### src/rtl/bitty_ctrl_seq.sv
// ============================================================================
// Module   : bitty_ctrl_seq
// Purpose  : LOAD/COMPUTE/WRITEBACK instruction sequencer for the BittyPro
//            datapath. It supports reg-reg and reg-imm formats, flags illegal
//            register indices, and allows back-to-back issue.
// Options  : define BITTY_CTRL_IMM_SEXT_EN to sign-extend imm_value instead of
//            zero-extending it.
// Revision : 1.0 - initial release
// ============================================================================
`default_nettype none

module bitty_ctrl_seq #(
    parameter  int NUM_REGS = 8,
    parameter  int INST_W   = 16,
    parameter  int DATA_W   = 16,
    localparam int REG_W    = $clog2(NUM_REGS),
    localparam int IMM_W    = INST_W - REG_W - 6
) (
    input  logic                clk,
    input  logic                reset,
    input  logic [INST_W-1:0]   inst,
    input  logic                inst_valid,
    output logic                inst_ready,
    output logic [3:0]          sel,
    output logic                mode,
    output logic [REG_W:0]      mux_sel,
    output logic [DATA_W-1:0]   imm_value,
    output logic [NUM_REGS-1:0] reg_enable,
    output logic                S_enable,
    output logic                C_enable,
    output logic                done,
    output logic                err
);

    typedef enum logic [1:0] {
        S_IDLE      = 2'd0,
        S_LOAD      = 2'd1,
        S_COMPUTE   = 2'd2,
        S_WRITEBACK = 2'd3
    } state_t;

    localparam logic [REG_W:0]      c_IMM_SEL = (REG_W+1)'(NUM_REGS);
    localparam logic [NUM_REGS-1:0] c_ONE     = NUM_REGS'(1);

    state_t              r_state;
    state_t              w_state_nxt;
    logic [INST_W-1:0]   r_inst_q;
    logic                r_run;

    logic [REG_W-1:0]    w_rx;
    logic [REG_W-1:0]    w_ry;
    logic [IMM_W-1:0]    w_imm;
    logic                w_fmt;
    logic                w_ready;
    logic                w_accept;
    logic                w_dst_bad;
    logic                w_src_bad;

    assign w_rx  = r_inst_q[INST_W-1 -: REG_W];
    assign w_ry  = r_inst_q[INST_W-1-REG_W -: REG_W];
    assign w_imm = r_inst_q[INST_W-1-REG_W : 6];
    assign w_fmt = r_inst_q[0];

    assign sel  = r_inst_q[5:2];
    assign mode = r_inst_q[1];

    // Index checks only bite when NUM_REGS is not a power of two.
    assign w_dst_bad = ({1'b0, w_rx} >= c_IMM_SEL);
    assign w_src_bad = !w_fmt && ({1'b0, w_ry} >= c_IMM_SEL);

    // r_run keeps inst_ready low while reset is held.
    assign w_ready    = r_run && ((r_state == S_IDLE) || (r_state == S_WRITEBACK));
    assign inst_ready = w_ready;
    assign w_accept   = inst_valid && w_ready;

    generate
        if (IMM_W >= DATA_W) begin : g_imm_trunc
            assign imm_value = w_imm[DATA_W-1:0];
        end else begin : g_imm_ext
`ifdef BITTY_CTRL_IMM_SEXT_EN
            assign imm_value = {{(DATA_W-IMM_W){w_imm[IMM_W-1]}}, w_imm};
`else
            assign imm_value = {{(DATA_W-IMM_W){1'b0}}, w_imm};
`endif
        end
    endgenerate

    always_ff @(posedge clk or negedge reset) begin
        if (!reset) begin
            r_state  <= S_IDLE;
            r_run    <= 1'b0;
            r_inst_q <= '0;
        end else begin
            r_state <= w_state_nxt;
            r_run   <= 1'b1;
            if (w_accept) begin
                r_inst_q <= inst;
            end
        end
    end

    always_comb begin
        w_state_nxt = r_state;
        mux_sel     = '0;
        reg_enable  = '0;
        S_enable    = 1'b0;
        C_enable    = 1'b0;
        done        = 1'b0;
        err         = 1'b0;
        case (r_state)
            S_IDLE: begin
                if (w_accept) begin
                    w_state_nxt = S_LOAD;
                end
            end
            S_LOAD: begin
                mux_sel     = {1'b0, w_rx};
                S_enable    = 1'b1;
                w_state_nxt = S_COMPUTE;
            end
            S_COMPUTE: begin
                if (w_fmt) begin
                    mux_sel = c_IMM_SEL;
                end else if (!w_src_bad) begin
                    mux_sel = {1'b0, w_ry};
                end
                C_enable    = 1'b1;
                w_state_nxt = S_WRITEBACK;
            end
            S_WRITEBACK: begin
                done = 1'b1;
                err  = w_dst_bad || w_src_bad;
                if (!w_dst_bad) begin
                    reg_enable = c_ONE << w_rx;
                end
                w_state_nxt = w_accept ? S_LOAD : S_IDLE;
            end
            default: begin
                w_state_nxt = S_IDLE;
            end
        endcase
    end

endmodule

`default_nettype wire

### config.mk
export PLATFORM = sky130hd
export DESIGN_NAME = bitty_ctrl_seq
export DESIGN_NICKNAME = d
export VERILOG_FILES = /design/src/rtl/bitty_ctrl_seq.sv
export SDC_FILE = /design/constraint.sdc
export NUM_CORES = 1
export LEC_CHECK = 0
export ABC_AREA = 0
export BUFFER_PORTS_ARGS = -buffer_cell sky130_fd_sc_hd__buf_4
export CORE_MARGIN = 1.5
export CORE_UTILIZATION = 45
export CTS_CLUSTER_SIZE = 12
export DETAILED_ROUTE_END_ITERATION = 8
export GPL_ROUTABILITY_DRIVEN = 1
export PLACE_DENSITY = 0.85
export SYNTH_ARGS = -nofsm -noshare
export SYNTH_HDL_FRONTEND = slang
export SYNTH_SLANG_ARGS = --single-unit
### constraint.sdc
create_clock -name clk -period 2.66 [get_ports clk]
set_input_delay 0 -clock clk [delete_from_list [all_inputs] [get_ports clk]]
set_output_delay 0 -clock clk [all_outputs]
set_load 0.05 [all_outputs]
==> results_dict.tcl <==
set metrics [dict create \
    clock_tree_from_tritoncts "built" \
    final-hold-violation-count 0 \
    synth_simple_gate_area_share_pct 11.8 \
    muxShareOfSynthArea_pct 18.3 \
    grt_first_pass_wirelength_mm 3.73 \
    path_max_fanout 19 \
    hp-class "in -> async" \
    tritoncts.num_buffers 3 \
    power.static_leakage_nw 0.808 \
    setup_total_negative_slack_ns 0 \
    worst_setup_path_startpoint "r_state[0]" \
    path_clk_slew_ns 0.11 \
    critPathKind "reg -> reg" \
    coreArea_mm2 0.00245 \
    synth.distinct_cells 23 \
    synth_fa_ha_area_share_pct 5.44 \
    slew_viol_final 0 \
    route.detailed.wl_per_inst_um 13.8 \
    critical_path.reg2reg.startpoint "r_state[0]" \
    initial_utilization_pct 46.8 \
    post_route_cells_drive_above_1_share_pct 45.0 \
    grt_start_max_net_pins 20 \
    synthesis.yosys.warnings 0 \
    first_global_vias 832 \
    timing.max_cap.violations 0 \
    synth_area_per_cell_um2 11.7 \
    mappedNetlistArea_mm2 0.00115 \
    avgViaCountPerCell 4.67 \
    ctsHtreeMaxLevel 1 \
    post-route-min-period_ns 1.96 \
    top_area_cell_type_share_of_the_netlist_area_pct 41.3 \
    root_buffer "clkbuf_4" \
    synth_largest_area_cell "dfrtp_1" \
    power.ir.vdd_worst_mv 1.27 \
    ys_seq_area_share_pct 41.3 \
    fin_hold_ws_ns 0.102 \
    combinational_family_with_the_most_area_after_synthesis "multiplexers" \
    remaining_drc_errors 0 \
    timing.critical_path.required_ns 2.83 \
    fmax_mhz 511 \
    nets 176 \
    drt_first_iter_violations 12 \
    synth.area.top_cells "dfrtp_1, buf_4, mux2_4" \
    layout_worst_path_cycle_share_pct 73.6 \
    top_level_ports 57 \
    synth_xor_xnor_area_share_pct 0 \
    cp-start-kind "flop" \
    port_buffers 46 \
    vias 845 \
    ant_nets 0 \
    die_height_um 53.6 \
    clockBufferDepth 2 \
    first_pass_iters 3 \
    cts_num_sinks 19 \
    area_growth_pct 37.3 \
    postSynthRegisterBits 19 \
    seq_area_um2 475 \
    report.final.setup_viol 0 \
    share_of_the_synthesized_area_in_compound_gates_ao_oa_aoi_oai_pct 5.55 \
    power_density_mw_per_mm2 1400 \
    rows 18 \
    rsz0062_at_grt "false" \
    gr-usage-all-layers_pct 18.2 \
    status "complete, no violations" \
    antenna_violations_before_repair 0 \
    reg2reg_setup_slack_ns 0.70 \
    global_route.overflow_total 0 \
    finalClockSkew_ns 0.00789 \
    num-fill-cells 188 \
    wl_mm 2.49 \
    multi_input_area_um2 513 \
    finalWeightedCongestion 0.717 \
    clkLatencyLatePin_ns 0.29 \
    arrival_ns 2.13 \
    critPathCaptureType "flop" \
    die-area_mm2 0.00287 \
    number_of_standard_cells_after_synthesis 98 \
    die_width_um 53.6 \
    place_hpwl_mm 1.66 \
    num_antenna_cells 0 \
]
-- worst paths after layout --
path / cells past startpoint / end
setup / recovery: 5 / r_state[0]
hold / removal: 2 / r_inst_q[15]
setup reg to reg: 5 / r_state[0]
hold reg to reg: 1 / r_inst_q[8]
max in group asynchronous: 2 / r_inst_q[7]
min in group clk: 4 / r_state[0]
-- cell type report --
cell class,count,share of cell area [%]
clock buffers,4,1.66
well taps,30,2.38
repair buffers,63,32.6
multi-input cells,62,32.5
flip-flops and latches,19,30.1
inverters,3,0.713
-- what timing repair did --
item,4_1_cts,5_1_grt
gates resized for setup,0,0
hold endpoints to repair,35,0
buffers inserted,0,0
hold buffers,17,0
-- power by group --
part	switching [W]	internal [W]	total, W	leakage [nW]
combinational	0.000971	0.000546	0.00152	0.569
sequential	0.000124	0.000432	0.000557	0.225
clock	0.0000812	0.0000581	0.000139	0.0150
total	0.00118	0.00104	0.00221	0.808
-- metrics by stage --
stage	std cells	power [W]	utilization [%]	setup WS (ns)	instance area (um^2)
floorplan	107	0.00181	-	0.495	1180
global placement	160	0.00200	56.3	0.818	1380
detailed placement	160	0.00204	56.3	0.716	1380
CTS	181	0.00221	64.3	0.701	1580
global route	181	0.00233	64.3	0.608	1580
finish	181	0.00221	64.3	0.702	1580
-- registers in the layout (all words and copies together) (netlist names) --
signal and flops:
r_inst_q 16, r_state 2, r_run 1
-- placed cells by master (no fill, tap or decap) --
master,Yosys,final
buf_4,21,46
dfrtp_1,19,19
dlygate4sd3_1,0,17
conb_1,2,11
nor2_1,9,9
mux2_4,8,8
mux2_2,8,8
ha_1,5,5
inv_1,3,3
a22oi_1,3,3
nand2b_1,3,3
nor3_1,3,3
clkbuf_4,0,3
nor2b_1,2,2
nand2_1,2,2
and2_1,1,1
nand3b_4,1,1
nand3_1,1,1
o21ai_0,1,1
and4b_1,1,1
a2111oi_4,1,1
a31o_1,1,1
nor2_2,1,1
clkbuf_1,0,1
-- cells in the mapped netlist --
cell	instances
and4b_1	1
buf_8	1
nor2_2	1
nand3_1	1
nand2b_1	3
a31o_1	1
dfrtp_1	19
buf_6	1
nor2b_1	2
nor2_1	9
buf_4	21
nand2_1	2
nor3_1	3
a22oi_1	3
inv_1	3
mux2_2	8
and2_1	1
a2111oi_4	1
o21ai_0	1
mux2_4	8
conb_1	2
ha_1	5
nand3b_4	1
-- critical path, stage by stage, from the launching register on --
cell       delay (ns)
dfrtp_1          0.43
inv_1            0.20
ha_1             0.31
nand3b_4         0.39
a2111oi_4        0.45
nor2_2           0.07
-- layer usage --
layer / GRT usage (%) / share of wire [%]
met2: 35.8 / 56
met1: 20.0 / 38
met5: 0 / 0
met3: 3.33 / 5.1
met4: 3.85 / 0
-- cell families after synthesis --
| logic type | after synthesis |
|---|---|
| buf+inv | 26 |
| simple gates | 24 |
| flops | 19 |
| mux | 16 |
| compound gates | 6 |
| fa+ha+maj | 5 |
| other cells | 2 |
Note: power is estimated with default switching activity, not from simulation.
